### src/rtl/mem_access_unit_pkg.sv
// Shared definitions for the memory access unit.
//   SZ_BYTE/SZ_HALF/SZ_WORD : access size encodings on the size bus (2'b11 behaves as word)
//   state_e                 : access FSM state (IDLE=0, MERGE=1)
//   is_misaligned()         : alignment rule shared by the top-level decode
package mem_access_unit_pkg;

    localparam logic [1:0] SZ_BYTE = 2'b00;
    localparam logic [1:0] SZ_HALF = 2'b01;
    localparam logic [1:0] SZ_WORD = 2'b10;

    typedef enum logic {
        IDLE  = 1'b0,
        MERGE = 1'b1
    } state_e;

    // Bytes are never misaligned; size 2'b11 follows the word rule.
    function automatic logic is_misaligned(input logic [1:0] size, input logic [1:0] off);
        logic bad;
        bad = 1'b0;
        if (size == SZ_HALF) begin
            bad = off[0];
        end else if (size[1]) begin
            bad = (off != 2'b00);
        end
        return bad;
    endfunction

endpackage

### src/rtl/mem_access_unit_if.sv
// Bus bundle between the core, the memory access unit and the word-wide data RAM.
//   core side : mem_read, mem_write, size, unsigned_ld, addr, wdata -> unit
//               load_data, stall, misalign, err_sticky            <- unit
//   RAM side  : ram_rdata -> unit; ram_write, ram_addr, ram_wdata <- unit
// The master modport is the environment (core + RAM); the slave modport is the unit.
interface mem_access_unit_if #(
    parameter int unsigned RAM_AW = 14
);

    logic              mem_read;
    logic              mem_write;
    logic [1:0]        size;
    logic              unsigned_ld;
    logic [31:0]       addr;
    logic [31:0]       wdata;
    logic [31:0]       ram_rdata;
    logic              ram_write;
    logic [RAM_AW-1:0] ram_addr;
    logic [31:0]       ram_wdata;
    logic [31:0]       load_data;
    logic              stall;
    logic              misalign;
    logic              err_sticky;

    modport master (
        output mem_read, mem_write, size, unsigned_ld, addr, wdata, ram_rdata,
        input  ram_write, ram_addr, ram_wdata, load_data, stall, misalign, err_sticky
    );

    modport slave (
        input  mem_read, mem_write, size, unsigned_ld, addr, wdata, ram_rdata,
        output ram_write, ram_addr, ram_wdata, load_data, stall, misalign, err_sticky
    );

endinterface

### src/rtl/mem_access_unit_lane_logic.sv
// Pure combinational byte-lane logic (little-endian, lane0 = bits 7:0).
//   size, off     : access size and byte offset within the word
//   unsigned_ld   : 1 zero-extends sub-word loads, 0 sign-extends
//   rdata         : word read from RAM
//   wdata         : store data, sub-word data in the low bits
//   load_val      : selected lane(s), extended to 32 bits
//   merged        : rdata with the target lane(s) replaced by wdata
module mem_access_unit_lane_logic
    import mem_access_unit_pkg::*;
(
    input  logic [1:0]  size,
    input  logic [1:0]  off,
    input  logic        unsigned_ld,
    input  logic [31:0] rdata,
    input  logic [31:0] wdata,
    output logic [31:0] load_val,
    output logic [31:0] merged
);

    logic [4:0]  bshamt;
    logic [4:0]  hshamt;
    logic [31:0] bshift;
    logic [31:0] hshift;

    always_comb begin
        bshamt   = {off, 3'b000};
        hshamt   = {off[1], 4'b0000};
        bshift   = rdata >> bshamt;
        hshift   = rdata >> hshamt;
        load_val = rdata;
        merged   = wdata;
        case (size)
            SZ_BYTE: begin
                load_val = unsigned_ld ? {24'b0, bshift[7:0]} : {{24{bshift[7]}}, bshift[7:0]};
                merged   = (rdata & ~(32'h0000_00ff << bshamt))
                         | ((wdata & 32'h0000_00ff) << bshamt);
            end
            SZ_HALF: begin
                load_val = unsigned_ld ? {16'b0, hshift[15:0]} : {{16{hshift[15]}}, hshift[15:0]};
                merged   = (rdata & ~(32'h0000_ffff << hshamt))
                         | ((wdata & 32'h0000_ffff) << hshamt);
            end
            SZ_WORD, 2'b11: begin
                load_val = rdata;
                merged   = wdata;
            end
        endcase
    end

endmodule

### src/rtl/mem_access_unit.sv
// Memory access unit between the execute stage and a word-only RAM clocked on ~clock.
// Word accesses pass straight through; byte/half loads are extracted and extended in the
// same cycle; byte/half stores use a two-cycle read-modify-write (IDLE reads, MERGE writes)
// and stall the core during the first cycle. Misaligned requests raise misalign, write
// nothing and set err_sticky.
//   clock, reset : core clock, synchronous active-high reset
//   bus          : core request/response and RAM port signals (slave modport)
module mem_access_unit
    import mem_access_unit_pkg::*;
#(
    parameter int unsigned RAM_AW = 14
) (
    input logic                clock,
    input logic                reset,
    mem_access_unit_if.slave   bus
);

    state_e            state;
    logic [1:0]        off_q;
    logic [1:0]        size_q;
    logic [31:0]       wdata_q;
    logic [RAM_AW-1:0] waddr_q;
    logic              err_q;

    logic              req;
    logic              mis;
    logic              sub_store;
    logic [RAM_AW-1:0] word_addr;
    logic [1:0]        ll_size;
    logic [1:0]        ll_off;
    logic [31:0]       ll_wdata;
    logic [31:0]       load_val;
    logic [31:0]       merged;

    logic              ram_write_c;
    logic [RAM_AW-1:0] ram_addr_c;
    logic [31:0]       ram_wdata_c;
    logic [31:0]       load_data_c;
    logic              stall_c;

    // Upper address bits select IO upstream and are not needed here.
    logic unused_addr_hi;
    assign unused_addr_hi = ^bus.addr[31:RAM_AW+2];

    assign word_addr = bus.addr[RAM_AW+1:2];
    assign req       = bus.mem_read | bus.mem_write;
    // Live inputs only matter in IDLE; MERGE works from the latched request.
    assign mis       = (state == IDLE) && req && is_misaligned(bus.size, bus.addr[1:0]);
    assign sub_store = (state == IDLE) && bus.mem_write && !mis && !bus.size[1];

    // One lane block serves both the IDLE load path and the MERGE write path.
    assign ll_size  = (state == MERGE) ? size_q  : bus.size;
    assign ll_off   = (state == MERGE) ? off_q   : bus.addr[1:0];
    assign ll_wdata = (state == MERGE) ? wdata_q : bus.wdata;

    mem_access_unit_lane_logic u_lane (
        .size        (ll_size),
        .off         (ll_off),
        .unsigned_ld (bus.unsigned_ld),
        .rdata       (bus.ram_rdata),
        .wdata       (ll_wdata),
        .load_val    (load_val),
        .merged      (merged)
    );

    always_comb begin
        ram_write_c = 1'b0;
        ram_addr_c  = word_addr;
        ram_wdata_c = bus.wdata;
        load_data_c = 32'h0;
        stall_c     = 1'b0;
        case (state)
            IDLE: begin
                if (!mis) begin
                    if (bus.mem_read) begin
                        load_data_c = load_val;
                    end
                    // Store wins over a simultaneous load; load_data is still driven.
                    if (bus.mem_write) begin
                        if (bus.size[1]) begin
                            ram_write_c = 1'b1;
                        end else begin
                            stall_c = 1'b1;
                        end
                    end
                end
            end
            MERGE: begin
                ram_addr_c  = waddr_q;
                ram_wdata_c = merged;
                ram_write_c = 1'b1;
            end
        endcase
        // Reset must squash an in-flight merge before the RAM's negedge write.
        if (reset) begin
            ram_write_c = 1'b0;
            stall_c     = 1'b0;
        end
    end

    always_ff @(posedge clock) begin
        if (reset) begin
            state   <= IDLE;
            err_q   <= 1'b0;
            off_q   <= 2'b00;
            size_q  <= SZ_BYTE;
            wdata_q <= 32'h0;
            waddr_q <= '0;
        end else begin
            if (mis) begin
                err_q <= 1'b1;
            end
            case (state)
                IDLE: begin
                    if (sub_store) begin
                        off_q   <= bus.addr[1:0];
                        size_q  <= bus.size;
                        wdata_q <= bus.wdata;
                        waddr_q <= word_addr;
                        state   <= MERGE;
                    end
                end
                MERGE: begin
                    state <= IDLE;
                end
            endcase
        end
    end

    assign bus.ram_write  = ram_write_c;
    assign bus.ram_addr   = ram_addr_c;
    assign bus.ram_wdata  = ram_wdata_c;
    assign bus.load_data  = load_data_c;
    assign bus.stall      = stall_c;
    assign bus.misalign   = mis;
    assign bus.err_sticky = err_q;

endmodule

### src/flat_wrapper.sv
// flat-port wrapper written by rule: the top's interface ports become plain ports
module mem_access_unit_flat import mem_access_unit_pkg::*;
#(
    parameter int unsigned RAM_AW = 14
)
  (clock, reset, bus_mem_read, bus_mem_write, bus_size, bus_unsigned_ld, bus_addr, bus_wdata, bus_ram_rdata, bus_ram_write, bus_ram_addr, bus_ram_wdata, bus_load_data, bus_stall, bus_misalign, bus_err_sticky);
  mem_access_unit_if #(.RAM_AW(RAM_AW)) bus_i ();
  input logic clock;
  input logic reset;
  input wire logic [$bits(bus_i.mem_read)-1:0] bus_mem_read;
  input wire logic [$bits(bus_i.mem_write)-1:0] bus_mem_write;
  input wire logic [$bits(bus_i.size)-1:0] bus_size;
  input wire logic [$bits(bus_i.unsigned_ld)-1:0] bus_unsigned_ld;
  input wire logic [$bits(bus_i.addr)-1:0] bus_addr;
  input wire logic [$bits(bus_i.wdata)-1:0] bus_wdata;
  input wire logic [$bits(bus_i.ram_rdata)-1:0] bus_ram_rdata;
  output wire logic [$bits(bus_i.ram_write)-1:0] bus_ram_write;
  output wire logic [$bits(bus_i.ram_addr)-1:0] bus_ram_addr;
  output wire logic [$bits(bus_i.ram_wdata)-1:0] bus_ram_wdata;
  output wire logic [$bits(bus_i.load_data)-1:0] bus_load_data;
  output wire logic [$bits(bus_i.stall)-1:0] bus_stall;
  output wire logic [$bits(bus_i.misalign)-1:0] bus_misalign;
  output wire logic [$bits(bus_i.err_sticky)-1:0] bus_err_sticky;
  assign bus_i.mem_read = bus_mem_read;
  assign bus_i.mem_write = bus_mem_write;
  assign bus_i.size = bus_size;
  assign bus_i.unsigned_ld = bus_unsigned_ld;
  assign bus_i.addr = bus_addr;
  assign bus_i.wdata = bus_wdata;
  assign bus_i.ram_rdata = bus_ram_rdata;
  assign bus_ram_write = bus_i.ram_write;
  assign bus_ram_addr = bus_i.ram_addr;
  assign bus_ram_wdata = bus_i.ram_wdata;
  assign bus_load_data = bus_i.load_data;
  assign bus_stall = bus_i.stall;
  assign bus_misalign = bus_i.misalign;
  assign bus_err_sticky = bus_i.err_sticky;
  mem_access_unit #(.RAM_AW(RAM_AW)) u_core (.clock(clock), .reset(reset), .bus(bus_i));
endmodule
### config.mk
export PLATFORM = sky130hd
export DESIGN_NAME = mem_access_unit_flat
export DESIGN_NICKNAME = d
export VERILOG_FILES = /design/src/rtl/mem_access_unit_pkg.sv /design/src/rtl/mem_access_unit_if.sv /design/src/rtl/mem_access_unit_lane_logic.sv /design/src/rtl/mem_access_unit.sv /design/src/flat_wrapper.sv
export SDC_FILE = /design/constraint.sdc
export NUM_CORES = 1
export LEC_CHECK = 0
export CAP_MARGIN = 0
export CORE_ASPECT_RATIO = 1.25
export CORE_MARGIN = 4
export CORE_UTILIZATION = 40
export CTS_BUF_LIST = sky130_fd_sc_hd__clkbuf_4 sky130_fd_sc_hd__clkbuf_8
export CTS_CLUSTER_SIZE = 25
export DETAILED_ROUTE_END_ITERATION = 6
export PLACE_DENSITY = 0.8
export SYNTH_ARGS = -nofsm -noshare
export SYNTH_HDL_FRONTEND = slang
export SYNTH_SLANG_ARGS = --single-unit
### constraint.sdc
create_clock -name clock -period 1.93 [get_ports clock]
set_input_delay 0.193 -clock clock [delete_from_list [all_inputs] [get_ports clock]]
set_output_delay 0.193 -clock clock [all_outputs]
set_load 0.005 [all_outputs]
==> qor.txt <==
num rows: 41
layout cells sized above 1: 0.475
DPL Wire Length: 15.0 mm
ANT cells: 0
vias in the first global route: 6,059
failing checks: DRC, setup timing
routed wire length per instance: 24.1 um
die area: 12,200 um^2
status: finished with violations
VDD IR-drop max: 0.463 mV
TritonCTS clock tree: built
CTS Buf Count: 5
synthesis warning total: 0
fin util: 0.806
Synth cell types: 63
CTS Hold Bufs: 0
Final WS setup: -0.687 ns
global-route wire length before repair: 32.8 mm
CTS Buffer Depth: 2
antenna violations before repair: 0
CP startpoint kind: register
final hold vios: 0
post-synthesis async set-or-reset flop share: 0
Die X-Extent: 99.4 um
Total Wirelength: 24.3 mm
MaxCap Viol Count: 0
first drt pass iteration count: 7
Netlist Area Pre-Place: 4180 um^2
synthesis-stage register bit count: 52
Slew Viols, Final: 0
Initial Utilization: 0.411
Detail Route Antenna Nets: 0
Power Total: 3.54 mW
H-tree levels: 2
most frequent cells in the layout: nand2_1, buf_4, clkdlybuf4s50_1, buf_2, buf_6
Worst Skew: 0.0103 ns
Leakage: 3.38 nW
Worst Hold Margin: 0.369 ns
Cells after Synth: 577
Root Buffer: clkbuf_8
worst slew pin tran: 0.462 ns
Final Cycle Share: 1.36
final net count: 979
total negative setup slack: -38.09 ns
endpoints failing setup: 129
Reg clk slew, reported paths: 0.12 ns
Cells after DPL: 942
ys flop type: dfxtp_1
clk_lat worst skew: 0.31 ns
largest net degree at the start of global routing: 51
GR Util All Layers: 0.341
total gr overflow: 0
commonest non-fill, non-tap cell in the layout: nand2_1
Max FO, Critical Path: 6
Critical Path AT: 2.42 ns
DP Worst Slack: -0.997 ns
fin crit period: 2.62 ns
Area Growth Syn to Fin: 95.9%
drt initial violations: 745
Worst Setup Path Type: reg2out
Slew headroom: 0.691
total number of vias: 6,490
EDFF count, synth: 0
Synth Area per Inst: 7.24 um^2
Worst setup EP type: output pin
Seq/Total Area, Yosys: 0.249
vias per cell: 6.45
clock sink count: 52
RSZ-0062 raised after global routing: yes
area post-placement: 6690 um^2
drc violations: 5
HP Class: in2reg
Max Fclk: 382 MHz
Post-Synthesis Net Count: 680
die height: 122 um
Ports: 185
PwrDens: 432 nW/um^2
final cell count without fillers: 1,006
GP Congestion: 0.966
Core ar.: 10,200 um^2
CP Data Required Time: 1.74 ns
Port Buffers: 168
Final Cell Area: 8190 um^2
==> logic make-up after synthesis <==
| family | Yosys count | share of synthesized area |
|---|---|---|
| buffers and inverters | 72 | 0.0838 |
| multiplexers | 27 | 0.0695 |
| flip-flops | 52 | 0.249 |
| AO/OA/AOI/OAI | 182 | 0.317 |
| AND/OR/NAND/NOR | 244 | 0.281 |
==> per-layer routing <==
layer | global-route usage | vias up | wire length, um | share of wire
li1 | - | 2711 | - | -
met1 | 0.400 | 3017 | 8090 | 0.33
met2 | 0.594 | 588 | 11700 | 0.48
met3 | 0.0455 | 174 | 2450 | 0.10
met4 | 0.196 | 0 | 1960 | 0.081
met5 | 0 | - | 0 | 0
==> layout make-up <==
cell class | instances | area, um^2
multi-input combinational | 454 | 3700
timing repair buffer | 346 | 3100
fill | 599 | 1970
sequential | 52 | 1050
tap | 129 | 161
clock buffer | 5 | 68.8
inverter | 17 | 63.8
clock inverter | 3 | 33.8
==> registers in the layout, indices dropped and copies added, names as in the netlist <==
signal	count
u_core.waddr_q	14
u_core.bus.err_sticky	1
u_core.wdata_q	32
u_core.state	1
u_core.size_q	2
u_core.off_q	2
==> report_power, final <==
part / internal, mW / switching, mW / total, mW
Clock: 0.274 / 0.419 / 0.693
Sequential: 1.12 / 0.0400 / 1.16
Combinational: 0.855 / 0.832 / 1.69
==> synth_stat cells (4+ instances only) <==
| cell | count | area, um^2 |
|---|---|---|
| a21o_1 | 10 | 75.1 |
| nor2_1 | 45 | 169 |
| nor4_2 | 10 | 125 |
| clkbuf_1 | 27 | 101 |
| buf_2 | 13 | 65.1 |
| dfxtp_1 | 52 | 1040 |
| mux2_2 | 16 | 180 |
| nor3b_1 | 4 | 30.0 |
| a21oi_1 | 68 | 340 |
| nor3_1 | 24 | 120 |
| buf_1 | 4 | 15.0 |
| a31oi_1 | 5 | 31.3 |
| o211ai_1 | 5 | 37.5 |
| o221ai_1 | 8 | 70.1 |
| o22ai_1 | 8 | 50.1 |
| a222oi_1 | 6 | 60.1 |
| and2_1 | 4 | 25.0 |
| nand2_1 | 125 | 469 |
| mux2i_1 | 11 | 110 |
| a221oi_1 | 9 | 78.8 |
| a2111oi_1 | 7 | 70.1 |
| inv_1 | 16 | 60.1 |
| and3_1 | 10 | 62.6 |
| a41oi_1 | 4 | 35.0 |
| nand2b_1 | 5 | 31.3 |
| o21ai_0 | 21 | 105 |
| buf_4 | 5 | 37.5 |
| buf_6 | 6 | 67.6 |
==> worst max-delay path, cell delays in order (launching register included) <==
cell and delay, ns:
dfxtp_4 0.38, buf_6 0.13, buf_6 0.11, buf_6 0.12, nand3b_4 0.08, a21oi_2 0.06
o41a_4 0.51, buf_12 0.16, buf_12 0.13, nor4_2 0.26, buf_2 0.16
==> repair_timing <==
| item | in CTS | in global routing |
|---|---|---|
| cloned | 3 | 5 |
| setup endpoints to repair | 126 | 129 |
| setup buffers | 39 | 24 |
| gates resized for setup | 440 | 109 |
| pin swaps | 44 | 50 |
==> worst paths after layout <==
kind	from	to	slack, ns	cells past startpoint
worst min-delay path	bus_size[0]	u_core.size_q[0]$_SDFFE_PP0P_	0.37	4
worst max register to register	u_core.state$_SDFF_PP0_	u_core.off_q[1]$_SDFFE_PP0P_	-0.17	11
worst min register to register	u_core.wdata_q[25]$_SDFFE_PP0P_	u_core.wdata_q[25]$_SDFFE_PP0P_	0.46	2
worst max-delay path	u_core.state$_SDFF_PP0_	bus_load_data[21]	-0.69	10
(Power assumes the default switching activity.)
==> RTL change 1: new RTL, same flow settings <==
`RAM_AW` is set to 14 in 3 places; all go to 13.
--- a/src/rtl/mem_access_unit_if.sv
+++ b/src/rtl/mem_access_unit_if.sv
@@ -5,5 +5,5 @@
 // The master modport is the environment (core + RAM); the slave modport is the unit.
 interface mem_access_unit_if #(
-    parameter int unsigned RAM_AW = 14
+    parameter int unsigned RAM_AW = 13
 );
 
--- a/src/rtl/mem_access_unit.sv
+++ b/src/rtl/mem_access_unit.sv
@@ -9,5 +9,5 @@
     import mem_access_unit_pkg::*;
 #(
-    parameter int unsigned RAM_AW = 14
+    parameter int unsigned RAM_AW = 13
 ) (
     input logic                clock,
--- a/src/flat_wrapper.sv
+++ b/src/flat_wrapper.sv
@@ -2,5 +2,5 @@
 module mem_access_unit_flat import mem_access_unit_pkg::*;
 #(
-    parameter int unsigned RAM_AW = 14
+    parameter int unsigned RAM_AW = 13
 )
   (clock, reset, bus_mem_read, bus_mem_write, bus_size, bus_unsigned_ld, bus_addr, bus_wdata, bus_ram_rdata, bus_ram_write, bus_ram_addr, bus_ram_wdata, bus_load_data, bus_stall, bus_misalign, bus_err_sticky);
Ports: changed (resized bus_ram_addr); port bits go from 185 to 184. No check against the original RTL was run, so the function may have changed too.
==> RTL change 1 against the unedited design <==
- final area shrank 7.6%
- synthesized area decreased by 3.3%
- worst setup slack better by 0.11 ns
- highest routed layer unchanged
- synthesized cell count decreased by 1.0%
- the flow finishes with violations (negative setup slack)
- power fell by 3.1%
- wire length shrank 11%
- sequential cell count fell by 1
- register-to-register slack improved by 0.26 ns
- die area is 3.1% lower
==> RTL change 1: results (changes against the unedited design) <==
layout cells sized above 1=39.8% (-7.8 points); Clock Skews=0.0144 ns (+0.00413 ns); vias in the first global route=5582 (-7.9%); first-pass GRT wire length=30200 um (-8.1%); Commonest cells post-synth=nand2_1, a21oi_1, dfxtp_1, nor2_1; H-tree level count=2 (unchanged); biggest regs=u_core.wdata_q x32, u_core.waddr_q x13; DRT iter0 DRCs=599 (-20%); syn nets=674 (-0.88%); failing checks=negative setup slack; outcome=finished, violations left; Pleak=3.13 nW (-7.5%); port buffer count=166 (-1.2%); placed wire-length estimate=14100 um (-6.2%); drt pass-1 iters=7 (unchanged); setup TNS=-25.60 ns (+12.49 ns); diode count=0 (unchanged); fin nets=944 (-3.6%); clk root buf=clkbuf_8; synth unique cells=60 (-4.8%); post-synthesis sequential area ratio=25.3% (+0.36 points); GPL Wtd Cong=0.940 (-2.7%); routed length per placed instance=22.3 um (-7.3%); latest clock arrival within the worst-skew pair=0.33 ns (+0.02 ns); most area-consuming cells after synthesis=dfxtp_1, nand2_1, a21oi_1; # setup viols final=65 (-50%); Syn Area/Cell=7.08 um^2 (-2.3%); Relative slew margins=63.8% (-5.3 points); crit-path max FO=8 (+2); worst min path class=in2reg; all-layer global routing usage=31.7% (-2.4 points); placed insts=900 (-4.5%); setup ws final=-0.578 ns (+0.109 ns); largest net degree at the start of global routing=50 (-2.0%); filler cell count=696 (+16%); placed cell areas=6370 um^2 (-4.8%); Worst VDD drop=426 uV (-8.1%); DR vias/cell=6.26 (-3.0%); final WL=21600 um (-11%)
-- RTL change 1: path summary, 6_finish.rpt --
kind                                   from                               to  slack (ns)  cells after the start
max                 u_core.state$_SDFF_PP0_                bus_load_data[12]       -0.58                     10
min                                   reset   u_core.waddr_q[9]$_SDFFE_PP0P_        0.18                      2
max reg2reg         u_core.state$_SDFF_PP0_  u_core.wdata_q[14]$_SDFFE_PP0P_        0.09                      8
min reg2reg  u_core.waddr_q[3]$_SDFFE_PP0P_   u_core.waddr_q[3]$_SDFFE_PP0P_        0.46                      2
-- RTL change 1: timing repair --
item | CTS | global route
setup endpoints to repair | 80 | 90
buffers inserted | 38 | 23
resized for setup | 358 | 100
hold buffers | 0 | 0
cloned | 4 | 4
pin swaps | 39 | 55
-- RTL change 1: cells by family after synthesis --
kind of cell / after synthesis / share of synthesized area (%)
buf+inv: 62 / 7.65
flops: 51 / 25.3
compound gates: 183 / 30.7
mux: 28 / 7.46
simple gates: 247 / 28.9
-- RTL change 1: power breakdown --
part	total [mW]	internal (mW)	leakage [nW]	switching [mW]
clock	0.778	0.387	0.0581	0.391
sequential	1.14	1.10	0.418	0.0410
combinational	1.51	0.791	2.65	0.722
-- RTL change 1: stage by stage --
| stage | power [mW] | setup WS (ns) | utilization [%] |
|---|---|---|---|
| 6_report | 3.43 | -0.578 | 77.5 |
| 5_1_grt | 3.54 | -0.563 | 77.5 |
| 3_5_place_dp | 2.39 | -0.857 | 65.2 |
| 4_1_cts | 3.29 | -0.505 | 72.8 |
| 2_1_floorplan | 1.65 | 0.0810 | - |
| 3_3_place_gp | 2.37 | -0.804 | 65.2 |
-- RTL change 1: metal layers --
metal  vias to the layer above  share of wire, %  GRT usage (%)
li1                       2643                 -              -
met1                      2862                36           39.0
met2                       435                49           53.0
met3                       118               9.0           4.44
met4                         0               6.2           17.7
met5                         -                 0              0
-- RTL change 1: final cells by class --
cell class              count  share of cell area, %
inverters                   5                  0.314
repair buffers            319                   38.6
clock inverters             3                  0.579
multi-input cells         459                   43.9
well taps                 126                   2.08
flip-flops and latches     51                   13.6
clock buffers               5                  0.909
-- RTL change 1: critical path, stage by stage (launching register included) --
cell	delay, ns
dfxtp_4	0.40
buf_8	0.15
buf_6	0.12
buf_6	0.11
and4b_1	0.20
buf_6	0.13
a31oi_4	0.18
buf_6	0.18
o22ai_1	0.10
nor3_1	0.24
buf_2	0.18
==> RTL change 2: new RTL, same settings <==
Made on the original files. Make the reset (`reset`) asynchronous in one clocked block. Comments in the files are not updated.
--- a/src/rtl/mem_access_unit.sv
+++ b/src/rtl/mem_access_unit.sv
@@ -99,5 +99,5 @@
     end
 
-    always_ff @(posedge clock) begin
+    always_ff @(posedge clock or posedge reset) begin
         if (reset) begin
             state   <= IDLE;
Check against the original RTL: differs if reset is asserted again (counterexample within 4 cycles, from zero or initial values and one cycle with reset high); with reset held inactive, the same outputs for 4 cycles.
==> RTL change 2 against the unedited design <==
- the run ends with negative setup slack left
- worst setup slack worse by 0.11 ns
- sequential cell count unchanged
- wire length decreased by 16%
- die area down 4.0%
- final area is 4.9% lower
- power rose by 33%
- clock power is 3.0% higher
- synthesized area is 4.3% lower
- critical endpoint is now bus_load_data[17]
- largest power group unchanged
- maximum frequency shrank 4.1%
==> RTL change 2: results (changes against the unedited design) <==
crit-path max FO=7 (+1); Comb power frac=51.4% (+3.7 points); first-pass GRT wire length=30000 um (-8.7%); Setup WS pre-CTS=-0.934 ns (+0.0631 ns); slew at the pin closest to its max-slew limit=0.520 ns (+0.0582 ns); placed insts=834 (-11%); setup ws final=-0.799 ns (-0.112 ns); ys async rst share=100% (+100 points); critical path arrival=2.54 ns (+0.12 ns); most area-consuming cells after synthesis=dfrtp_1, mux2_2, nor2_1; switching part of the total=37.1% (+0.58 points); drt pass-1 iters=5 (-2); vias in the first global route=5578 (-7.9%); routed length per placed instance=22.3 um (-7.4%); Synth Area in Compound Gates=19.0% (-13 points); latest clock arrival within the worst-skew pair=0.33 ns (+0.02 ns); r2r setup slk=-0.12 ns (+0.05 ns); post-synthesis sequential area ratio=32.5% (+7.6 points); Non-clock buffer share=39.8% (+1.9 points); FF-to-FF Start=u_core.state$_DFF_PP0_; Worst VDD drop=481 uV (+4.0%); outcome=finished, violations left; # setup viols final=98 (-24%); hold slack=0.284 ns (-0.0853 ns); layout cells sized above 1=53.7% (+6.2 points); cell count after synthesis=460 (-20%); inverters=10 (-7); DRT iter0 DRCs=576 (-23%); failing checks=negative setup slack; Pleak=3.40 nW (+0.55%); Commonest cells post-synth=nor2_1, mux2_2, dfrtp_1, a21oi_1, nand2_1
==> RTL change 2: cell types whose count changed in the layout (fill, tap and decap cells not counted), moves of 20 or more <==
cell / change
nor2_1: +33
a21oi_2: -20
dfxtp_1: -48
dfrtp_1: +51
nand2_1: -90
mux2_2: +48
==> RTL change 2: layer usage <==
layer / part of all wire, % / global-route usage [%]
met4: 6.7 / 17.3
met5: 0 / 0
met2: 49 / 55.7
met3: 8.1 / 6.57
met1: 36 / 36.9
==> RTL change 2: repair_timing <==
action | CTS | global route
endpoints found under the setup margin | 130 | 127
gates cloned | 5 | 3
gates resized for setup | 321 | 145
setup buffers | 55 | 19
pin swaps | 42 | 52
hold endpoints to repair | 0 | 0
==> RTL change 2: tightest hold or removal path, cell delays in order <==
cell,delay [ns]
clkdlybuf4s50_1,0.46
inv_2,0.10
buf_12,0.26
==> RTL change 2: logic make-up (layout without fill, tap and decap cells) <==
family,after synthesis,after routing
compound gates,114,114
mux,94,94
buf+inv,38,364
simple gates,162,163
flops,52,52
